===== config.mk =====
export PLATFORM = sky130hd
export DESIGN_NAME = path_count_engine_flat
export DESIGN_NICKNAME = d
export VERILOG_FILES = /design/src/rtl/path_count_if.sv /design/src/rtl/path_count_engine.sv /design/src/flat_wrapper.sv
export SDC_FILE = /design/constraint.sdc
export NUM_CORES = 2
export LEC_CHECK = 0
export CORE_MARGIN = 2
export CORE_UTILIZATION = 60
export CTS_CLUSTER_SIZE = 28
export DETAILED_ROUTE_END_ITERATION = 7
export GPL_TIMING_DRIVEN = 0
export PLACE_DENSITY = 0.77
export RECOVER_POWER = 50
export SLEW_MARGIN = 5
export SYNTH_ARGS = -nofsm -noshare
export SYNTH_HDL_FRONTEND = slang
export SYNTH_SLANG_ARGS = --single-unit
export TNS_END_PERCENT = 100

===== constraint.sdc =====
create_clock -name clk -period 6.7 [get_ports clk]
set_clock_uncertainty 0.2 [all_clocks]
set_input_delay 0.67 -clock clk [delete_from_list [all_inputs] [get_ports clk]]
set_output_delay 0.67 -clock clk [all_outputs]
set_load 0.01 [all_outputs]

===== src/rtl/path_count_if.sv =====
// Run-control and adjacency-ROM signals of path_count_engine, bundled as one interface.
// The engine connects through the slave modport; the run controller / ROM side uses master.
interface path_count_if #(
    parameter int NODE_W = 10,
    parameter int CNT_W  = 5,
    parameter int ACC_W  = 48
);
    logic              start;
    logic [NODE_W-1:0] start_node_idx;
    logic [NODE_W-1:0] end_node_idx;
    logic [NODE_W-1:0] node_idx_reg;
    logic [CNT_W-1:0]  edge_sel;
    logic [NODE_W-1:0] next_node_idx;
    logic [CNT_W-1:0]  next_node_counter;
    logic              busy;
    logic              done;
    logic [ACC_W-1:0]  path_count;
    logic              overflow;

    modport master (
        output start, start_node_idx, end_node_idx, next_node_idx, next_node_counter,
        input  node_idx_reg, edge_sel, busy, done, path_count, overflow
    );

    modport slave (
        input  start, start_node_idx, end_node_idx, next_node_idx, next_node_counter,
        output node_idx_reg, edge_sel, busy, done, path_count, overflow
    );
endinterface


===== src/rtl/path_count_engine.sv =====
// Counts directed paths start->end in a DAG held in an external adjacency ROM, one edge per cycle.
// Optional macro PATHCNT_MERGE_EN: CAM-merge successors into pending queue entries instead of pushing.
module path_count_engine #(
    parameter int PARAM_NODE_IDX_WIDTH  = 10,
    parameter int PARAM_COUNTER_WIDTH   = 5,
    parameter int PARAM_ACCUM_VAL_WIDTH = 48,
    parameter int PARAM_FIFO_DEPTH      = 32
) (
    input logic        clk,
    input logic        rst_n,
    path_count_if.slave pc
);
    localparam int NW    = PARAM_NODE_IDX_WIDTH;
    localparam int CW    = PARAM_COUNTER_WIDTH;
    localparam int AW    = PARAM_ACCUM_VAL_WIDTH;
    localparam int PTR_W = $clog2(PARAM_FIFO_DEPTH);

    typedef enum logic [1:0] {S_IDLE, S_POP, S_SCAN, S_DONE} state_t;

    state_t                state_q;
    logic [PARAM_FIFO_DEPTH-1:0] q_vld_q;
    logic [NW-1:0]         q_idx_q [PARAM_FIFO_DEPTH];
    logic [AW-1:0]         q_cnt_q [PARAM_FIFO_DEPTH];
    logic [PTR_W-1:0]      wr_ptr_q, rd_ptr_q;
    logic [NW-1:0]         node_idx_q, end_idx_q;
    logic [CW-1:0]         edge_sel_q;
    logic [AW-1:0]         cur_count_q, end_accum_q, path_count_q;
    logic                  busy_q, done_q, overflow_q;

    logic                  q_full, q_empty, merge_hit, scan_last, is_end;
    logic                  accept, seed_push, take_pop, take_end, take_merge, take_push, take_full;
    logic [PTR_W-1:0]      hit_ptr;
    logic [AW:0]           end_sum_d, merge_sum_d;

    // Modulo-2^AW add; the extra MSB is the carry-out that flags overflow.
    function automatic logic [AW:0] add_carry(input logic [AW-1:0] a, input logic [AW-1:0] b);
        return {1'b0, a} + {1'b0, b};
    endfunction

    always_comb begin
        q_full    = (wr_ptr_q == rd_ptr_q) && q_vld_q[wr_ptr_q];
        q_empty   = (wr_ptr_q == rd_ptr_q) && !q_vld_q[wr_ptr_q];
        merge_hit = 1'b0;
        hit_ptr   = '0;
`ifdef PATHCNT_MERGE_EN
        for (int i = 0; i < PARAM_FIFO_DEPTH; i++) begin
            if (q_vld_q[i] && (q_idx_q[i] == pc.next_node_idx)) begin
                merge_hit = 1'b1;
                hit_ptr   = PTR_W'(i);
            end
        end
`endif
        scan_last   = (pc.edge_sel == pc.next_node_counter);
        is_end      = (pc.next_node_idx == end_idx_q);
        accept      = (state_q == S_IDLE) && pc.start;
        seed_push   = accept && (pc.start_node_idx != pc.end_node_idx);
        take_pop    = (state_q == S_POP) && !q_empty;
        take_end    = (state_q == S_SCAN) && !scan_last && is_end;
        take_merge  = (state_q == S_SCAN) && !scan_last && !is_end && merge_hit;
        take_push   = (state_q == S_SCAN) && !scan_last && !is_end && !merge_hit && !q_full;
        take_full   = (state_q == S_SCAN) && !scan_last && !is_end && !merge_hit && q_full;
        end_sum_d   = add_carry(end_accum_q, cur_count_q);
        merge_sum_d = add_carry(q_cnt_q[hit_ptr], cur_count_q);
    end

    // Control stage: FSM, queue valid bits/pointers and all registered outputs.
    always_ff @(posedge clk) begin
        if (!rst_n) begin
            state_q      <= S_IDLE;
            q_vld_q      <= '0;
            wr_ptr_q     <= '0;
            rd_ptr_q     <= '0;
            node_idx_q   <= '0;
            edge_sel_q   <= '0;
            path_count_q <= '0;
            busy_q       <= 1'b0;
            done_q       <= 1'b0;
            overflow_q   <= 1'b0;
        end else begin
            done_q <= 1'b0;
            case (state_q)
                S_IDLE: begin
                    if (accept) begin
                        busy_q     <= 1'b1;
                        overflow_q <= 1'b0;
                        if (seed_push) begin
                            q_vld_q[wr_ptr_q] <= 1'b1;
                            wr_ptr_q          <= wr_ptr_q + PTR_W'(1);
                            state_q           <= S_POP;
                        end else begin
                            state_q <= S_DONE;
                        end
                    end
                end
                S_POP: begin
                    if (q_empty) begin
                        state_q <= S_DONE;
                    end else begin
                        node_idx_q        <= q_idx_q[rd_ptr_q];
                        q_vld_q[rd_ptr_q] <= 1'b0;
                        rd_ptr_q          <= rd_ptr_q + PTR_W'(1);
                        edge_sel_q        <= '0;
                        state_q           <= S_SCAN;
                    end
                end
                S_SCAN: begin
                    if (scan_last) begin
                        state_q <= S_POP;
                    end else if (take_full) begin
                        overflow_q <= 1'b1;
                        state_q    <= S_DONE;
                    end else begin
                        edge_sel_q <= edge_sel_q + CW'(1);
                        if ((take_end && end_sum_d[AW]) || (take_merge && merge_sum_d[AW]))
                            overflow_q <= 1'b1;
                        if (take_push) begin
                            q_vld_q[wr_ptr_q] <= 1'b1;
                            wr_ptr_q          <= wr_ptr_q + PTR_W'(1);
                        end
                    end
                end
                S_DONE: begin
                    path_count_q <= end_accum_q;
                    done_q       <= 1'b1;
                    busy_q       <= 1'b0;
                    state_q      <= S_IDLE;
                end
                default: state_q <= S_IDLE;
            endcase
        end
    end

    // Data stage: queue payload, current count and end accumulator carry no reset.
    always_ff @(posedge clk) begin
        if (accept) begin
            end_idx_q   <= pc.end_node_idx;
            end_accum_q <= seed_push ? '0 : AW'(1);
        end
        if (seed_push) begin
            q_idx_q[wr_ptr_q] <= pc.start_node_idx;
            q_cnt_q[wr_ptr_q] <= AW'(1);
        end
        if (take_pop)
            cur_count_q <= q_cnt_q[rd_ptr_q];
        if (take_end)
            end_accum_q <= end_sum_d[AW-1:0];
        if (take_merge)
            q_cnt_q[hit_ptr] <= merge_sum_d[AW-1:0];
        if (take_push) begin
            q_idx_q[wr_ptr_q] <= pc.next_node_idx;
            q_cnt_q[wr_ptr_q] <= cur_count_q;
        end
    end

    assign pc.node_idx_reg = node_idx_q;
    assign pc.edge_sel     = edge_sel_q;
    assign pc.busy         = busy_q;
    assign pc.done         = done_q;
    assign pc.path_count   = path_count_q;
    assign pc.overflow     = overflow_q;
endmodule

===== src/flat_wrapper.sv =====
// flat-port wrapper written by rule: the top's interface ports become plain ports
module path_count_engine_flat 
#(
    parameter int PARAM_NODE_IDX_WIDTH  = 10,
    parameter int PARAM_COUNTER_WIDTH   = 5,
    parameter int PARAM_ACCUM_VAL_WIDTH = 48,
    parameter int PARAM_FIFO_DEPTH      = 32
)
  (clk, rst_n, pc_start, pc_start_node_idx, pc_end_node_idx, pc_next_node_idx, pc_next_node_counter, pc_node_idx_reg, pc_edge_sel, pc_busy, pc_done, pc_path_count, pc_overflow);
  path_count_if pc_i ();
  input logic clk;
  input logic rst_n;
  input wire logic [$bits(pc_i.start)-1:0] pc_start;
  input wire logic [$bits(pc_i.start_node_idx)-1:0] pc_start_node_idx;
  input wire logic [$bits(pc_i.end_node_idx)-1:0] pc_end_node_idx;
  input wire logic [$bits(pc_i.next_node_idx)-1:0] pc_next_node_idx;
  input wire logic [$bits(pc_i.next_node_counter)-1:0] pc_next_node_counter;
  output wire logic [$bits(pc_i.node_idx_reg)-1:0] pc_node_idx_reg;
  output wire logic [$bits(pc_i.edge_sel)-1:0] pc_edge_sel;
  output wire logic [$bits(pc_i.busy)-1:0] pc_busy;
  output wire logic [$bits(pc_i.done)-1:0] pc_done;
  output wire logic [$bits(pc_i.path_count)-1:0] pc_path_count;
  output wire logic [$bits(pc_i.overflow)-1:0] pc_overflow;
  assign pc_i.start = pc_start;
  assign pc_i.start_node_idx = pc_start_node_idx;
  assign pc_i.end_node_idx = pc_end_node_idx;
  assign pc_i.next_node_idx = pc_next_node_idx;
  assign pc_i.next_node_counter = pc_next_node_counter;
  assign pc_node_idx_reg = pc_i.node_idx_reg;
  assign pc_edge_sel = pc_i.edge_sel;
  assign pc_busy = pc_i.busy;
  assign pc_done = pc_i.done;
  assign pc_path_count = pc_i.path_count;
  assign pc_overflow = pc_i.overflow;
  path_count_engine #(.PARAM_NODE_IDX_WIDTH(PARAM_NODE_IDX_WIDTH), .PARAM_COUNTER_WIDTH(PARAM_COUNTER_WIDTH), .PARAM_ACCUM_VAL_WIDTH(PARAM_ACCUM_VAL_WIDTH), .PARAM_FIFO_DEPTH(PARAM_FIFO_DEPTH)) u_core (.clk(clk), .rst_n(rst_n), .pc(pc_i));
endmodule

* Yosys cells after proc, flatten, opt, wreduce, memory -nomap -nowiden
Memories as Yosys holds them, arrays and structs flattened. A register that Yosys moved wholly into a read port is not among the register bits.
Index checks and enable logic that the tools add are counted.
** Storage, ports and cells
- Register bits :: 158
- RAM bits :: 1856
- Input bits :: 38
- Logic and storage cells :: 120
- Memories kept :: 2
** Memories
- u_core.q_cnt_q :: words 32, bits a word 48, read ports 1, clocked after Yosys merged registers in 1, wr ports 1, line path_count_engine.sv:23 : logic [AW-1:0] q_cnt_q [PARAM_FIFO_DEPTH];
- u_core.q_idx_q :: words 32, bits a word 10, read ports 1, clocked after Yosys merged registers in 1, wr ports 1, line path_count_engine.sv:22 : logic [NW-1:0] q_idx_q [PARAM_FIFO_DEPTH];
** Operators by class
- Add/subtract/negate cells :: 4
- Equal/unequal tests :: 15
- Bitwise operators :: 6
- Reductions and logical operators :: 32
- Magnitude comparators :: 4
- Muxes and demuxes :: 46
** Operator list (number)
- two-way mux 32 bit :: 6
- two-way mux 48 bit :: 3
- case mux 32 bit (3 select lines) :: 1
- adder 48 x 48 -> 49 bit :: 1
- two-way mux 5 bit :: 8
- bitwise AND 32 bit :: 1
- NOT 32 bit :: 1
- bitwise OR 32 bit :: 1
- case mux 5 bit (2 select lines) :: 2
- adder 5 x 1 -> 5 bit, second input constant :: 3
- two-way mux 1 bit :: 15
- logical AND 1 bit :: 13
- less-than comparator 5 x 6 -> 1 bit, second input constant :: 2
- demux 1 bit (select 5 bit) :: 2
- == test 10 bit :: 1
- == test 5 bit :: 2
- >= comparator 5 x 1 -> 1 bit, second input constant :: 2
- two-way mux 10 bit :: 1
- != test 10 bit :: 1
- two-way mux 2 bit :: 4
- case mux 2 bit (4 select lines) :: 1
- AND reduction 4 bit :: 2
- nonzero test 2 bit :: 4
- AND reduction 7 bit :: 1
- 15 further kinds :: 29

* Depth between registers and ports, before layout
- Depth in word-level cells :: 9
- Mapped depth :: 12
- Gate-level depth less buffers :: 11

* Worst setup path after synthesis
OpenSTA, ideal clock, no wires.
- Path type :: register -> register
- Start :: reg u_core.wr_ptr_q[0]
- End :: mem u_core.q_cnt_q[0][0] (netlist bit) (enable)
- Arrival :: 4.642 ns
- Stages on the path, launching flop included :: 10
- Path slack :: 1.382 ns
- Library setup time :: 0.475 ns
- Buffers on the path :: 2
- Cells stage by stage :: dfxtp_1 buf_4 mux4_2 a32oi_1 nand4_1 a211oi_2 or2_1 buf_4 nand2_2 nor2_1
** On the way
- Word-level cells in the longest chain between the ends :: 8
- Elaborated cells on any way between the ends :: 9
** Ends and longest elaborated chain
- from (decl) :: line path_count_engine.sv:24 : logic [PTR_W-1:0] wr_ptr_q, rd_ptr_q;
- from (signal assigned) :: line path_count_engine.sv:88 : wr_ptr_q <= wr_ptr_q + PTR_W'(1);
- from (signal assigned) :: line path_count_engine.sv:118 : wr_ptr_q <= wr_ptr_q + PTR_W'(1);
- binary-select mux 1 bit (select 5 bit) :: line path_count_engine.sv:41 : q_full = (wr_ptr_q == rd_ptr_q) && q_vld_q[wr_ptr_q];
- two-way mux 1 bit (implied by the code) :: line path_count_engine.sv:41
- logical AND 1 bit :: line path_count_engine.sv:41
- logical NOT 1 bit :: line path_count_engine.sv:60 : take_push = (state_q == S_SCAN) && !scan_last && !is_end && !merge_hit && !q_full;
- logical AND 1 bit :: line path_count_engine.sv:60
- two-way mux 1 bit :: line path_count_engine.sv:149 : if (take_push) begin
- two-way mux 1 bit (implied by the code) :: line path_count_engine.sv:151 : q_cnt_q[wr_ptr_q] <= cur_count_q;
- bitwise OR 1 bit (no line)
- to (decl) :: line path_count_engine.sv:23
Several ways; a longest one is shown, not always the timed one. The select of a mux whose other input is x is not followed.

* Final worst setup path
- Start :: reg u_core.wr_ptr_q[1]
- End :: reg u_core.cur_count_q[26], read port of u_core.q_cnt_q (enable)
** On the way
- Word-level cells in the longest chain between the ends :: 6
- Elaborated cells on any way between the ends :: 7
** Ends and longest elaborated chain
- binary-select mux 1 bit (select 5 bit) :: line path_count_engine.sv:42 : q_empty = (wr_ptr_q == rd_ptr_q) && !q_vld_q[wr_ptr_q];
- two-way mux 1 bit (implied by the code) :: line path_count_engine.sv:42
- logical NOT 1 bit :: line path_count_engine.sv:42
- logical AND 1 bit * :: line path_count_engine.sv:42
- logical NOT 1 bit * :: line path_count_engine.sv:57 : take_pop = (state_q == S_POP) && !q_empty;
- logical AND 1 bit * :: line path_count_engine.sv:57
- named net u_core.take_pop :: line path_count_engine.sv:31 : logic accept, seed_push, take_pop, take_end, take_merge, take_push, take_full;
- to (decl) :: line path_count_engine.sv:27 : logic [AW-1:0] cur_count_q, end_accum_q, path_count_q;
The timed path passes the listed nets; every way through them passes the cells marked *. The select of a mux whose other input is x is not followed.
A chain may end at the register's enable or synchronous reset.

==> flow_metrics.tcl <==
set metrics [dict create \
    outcome "finished, violations left" \
    violations "capacitance limit, slew limit" \
    worstPathCellList "clkbuf_1 > mux4_2 > a32oi_1 > and4_1 > nand2_1 > nand2b_1 > clkbuf_1 > clkinvlp_2 > clkbuf_2" \
    reg2reg_to "u_core.cur_count_q[26]$_DFFE_PP_" \
    regArea_um2 61100 \
    worstMarginPinSlew_ns 2.25 \
    slew_headroom_pct -49.7 \
    critPathTopFamily "buffers and inverters" \
    antenna_found_initial 13 \
    path_clk_slew_ns 0.06 \
    synth_area_leaders "edfxtp_1, mux4_2, dfxtp_1" \
    ys.flop_type "edfxtp_1" \
    drive_gt1_share_pct 21.2 \
    viasPerCell 7.46 \
    crit_arrival_ns 6.42 \
    drt-pass1-iter-count 8 \
    whs_path_depth 2 \
    postCtsHoldBufs 0 \
    ys_seq_elements 2072 \
    cp-end-kind "flop" \
    num_vias 47100 \
    cap_violations 16 \
    grt_pass1_vias 45900 \
    ir_worst_vdd_uv 319 \
    post-route-min-period_ns 6.51 \
    grtUsageTotal_pct 37.7 \
    drt-initial-drc-count 8133 \
    setup-tns-final_ns 0 \
    crit_buf_inv 4 \
    grt_pass1_wl_um 352000 \
    fmax_mhz 154 \
    syn_to_final_growth_pct 14.4 \
    io_pins 104 \
    nNetsFinal 4462 \
    final_cell_area_um2 92100 \
    wl_per_cell_um 40.6 \
    dpl.hpwl_um 150000 \
    hold_viol 0 \
    cts-root-buf "clkbuf_16" \
    seqPwrFrac_pct 48.3 \
    async_flop_share_pct 0 \
    setup_viol_count_final 0 \
    cts_max_path_buffers 3 \
    synth_top_area_share_pct 73.1 \
    crit_fanout 38 \
    grt_max_degree 40 \
    yosys.area.top_type "edfxtp_1" \
    initial_core_util_pct 60.4 \
    coreArea_um2 133000 \
    synth_area_um2 80600 \
    rsz0062_at_grt "no" \
    post-route-period-util_pct 97.1 \
    synthDistinctLibCells 66 \
    cts_resized 0 \
    io_buffers 102 \
    crit_slowest_cell "clkbuf_2" \
    p_int_mw 23.2 \
    syn-mean-instance-area_um2 20.3 \
    p_per_area_nw_per_um2 349 \
    place_area_um2 86300 \
    drc 0 \
    p_switching_mw 8.93 \
    hold_ws_ns 0.259 \
    cts_buffers 192 \
    place_congestion 0.884 \
    nFillCells 7714 \
    gr-total-overflow 0 \
    hp-class "flop to flop" \
    r2r-start "u_core.wr_ptr_q[1]$_SDFFE_PN0P_" \
    hold_path.startpoint "u_core.pc.path_count[11]$_SDFFE_PN0P_" \
    largest_register_ffs 1536 \
    max_stage_delay_ns 1.49 \
    htreeDepth 4 \
    antenna_left 0 \
    preCtsSetupSlack_ns 1.32 \
    clkPwrFrac_pct 33.8 \
    report.final.slew_viol_count 213 \
    row_count 134 \
    ys_seq_area_share_pct 75.9 \
    leakage_nw 29.2 \
    top_register "u_core.q_cnt_q" \
    routed_wl_um 256000 \
    crit_top_cell "clkbuf_1" \
    syn_nets 4060 \
    top_regs "u_core.q_cnt_q x1536, u_core.q_idx_q x320" \
    r2r_slack_ns 0.19 \
    fp.dieH_um 370 \
    ff2ff_path_depth 9 \
    multi_input_area_um2 18700 \
    critPathKind "flop to flop" \
    switching_share_pct 27.8 \
    synth-edff-count 1962 \
    startpoint_type "flop" \
    comb_power_share_pct 17.9 \
    cts_tree "yes" \
    worst_ep_required_time_ns 6.61 \
    synth_cells 3964 \
    setup_slack_ns 0.191 \
    yosysWarnings 0 \
    die_x_um 370 \
    clkSinkCount 2072 \
    hold_end "u_core.pc.path_count[11]$_SDFFE_PN0P_" \
    clk_latency_ns 0.87 \
    synth_common_cells "edfxtp_1, mux4_2, a22oi_1" \
    dieArea_um2 137000 \
    postCtsSetupRepairBufs 0 \
    synth_most_common_cell "edfxtp_1" \
]
==> metrics by stage <==
stage | total power, mW | utilization [%] | cells
CTS | 31.9 | 69.3 | 6298
global route | 32.8 | 69.1 | 6299
global placement | 21.1 | 62.9 | 5834
finish | 32.1 | 69.1 | 6313
detailed placement | 21.3 | 64.8 | 5940
floorplan | 19.3 | - | 3964
==> cell type report <==
type | instances | area share [%]
tap | 1768 | 2.40
multi-input combinational | 1655 | 20.3
sequential | 2072 | 66.3
antenna | 15 | 0.0407
clock buffer | 243 | 5.47
clock inverter | 115 | 1.14
buffer | 218 | 0.985
timing repair buffer | 208 | 3.28
inverter | 19 | 0.0842
==> tightest hold or removal path, stage by stage, from the launching register on <==
cell and delay, ns:
dfxtp_1 0.31, nand2_1 0.04, a21boi_0 0.06
==> cells by family after synthesis <==
logic type	Yosys count	share of synthesized area, %
flops	2072	75.9
compound gates	541	4.78
simple gates	492	3.02
mux	482	13.3
buf+inv	237	1.20
xor+xnor	82	0.891
fa+ha+maj	58	0.910
==> worst max-delay path by stage <==
stage / startpoint / end / cells after the start
after floorplan: u_core.wr_ptr_q[0]$_SDFFE_PN0P_ / u_core.q_cnt_q[0][0]$_DFFE_PP_ / 9
after global placement: u_core.wr_ptr_q[1]$_SDFFE_PN0P_ / u_core.q_cnt_q[12][11]$_DFFE_PP_ / 9
after detailed placement: u_core.wr_ptr_q[1]$_SDFFE_PN0P_ / u_core.q_cnt_q[30][26]$_DFFE_PP_ / 12
after CTS: u_core.wr_ptr_q[1]$_SDFFE_PN0P_ / u_core.q_cnt_q[28][27]$_DFFE_PP_ / 8
after global routing: u_core.wr_ptr_q[1]$_SDFFE_PN0P_ / u_core.cur_count_q[23]$_DFFE_PP_ / 9
final: u_core.wr_ptr_q[1]$_SDFFE_PN0P_ / u_core.cur_count_q[26]$_DFFE_PP_ / 9
==> power by group through the flow <==
stage                     registers, mW  clock network [mW]  logic (mW)
after floorplan                    15.5                   0        3.79
after global placement             15.8                   0        5.34
after detailed placement           15.7                   0        5.60
after CTS                          15.5                10.8        5.73
after global routing               15.5                11.2        6.03
final                              15.5                10.9        5.77
==> routing by layer <==
metal / GRT usage, % / routed length, µm / vias up / part of all wire [%]
li1: - / - / 17300 / -
met1: 47.1 / 79800 / 23500 / 31
met2: 56.5 / 116000 / 5087 / 45
met3: 14.7 / 42600 / 1152 / 17
met4: 21.8 / 17900 / 14 / 7.0
met5: 0 / 90 / - / 0.035
==> placed cells by master, fill, tap and decap left out, types with 64 or more instances in the layout <==
| cell | synthesis | routed |
|---|---|---|
| nand4_1 | 64 | 64 |
| clkbuf_1 | 146 | 193 |
| nor2_1 | 107 | 78 |
| edfxtp_1 | 1962 | 1962 |
| buf_12 | 0 | 77 |
| a22oi_1 | 212 | 212 |
| o21a_1 | 65 | 65 |
| clkbuf_16 | 0 | 193 |
| nand2_1 | 155 | 155 |
| mux4_2 | 472 | 472 |
| dlygate4sd3_1 | 0 | 76 |
| dfxtp_1 | 110 | 110 |
Note: power is estimated with default switching activity, not from simulation.
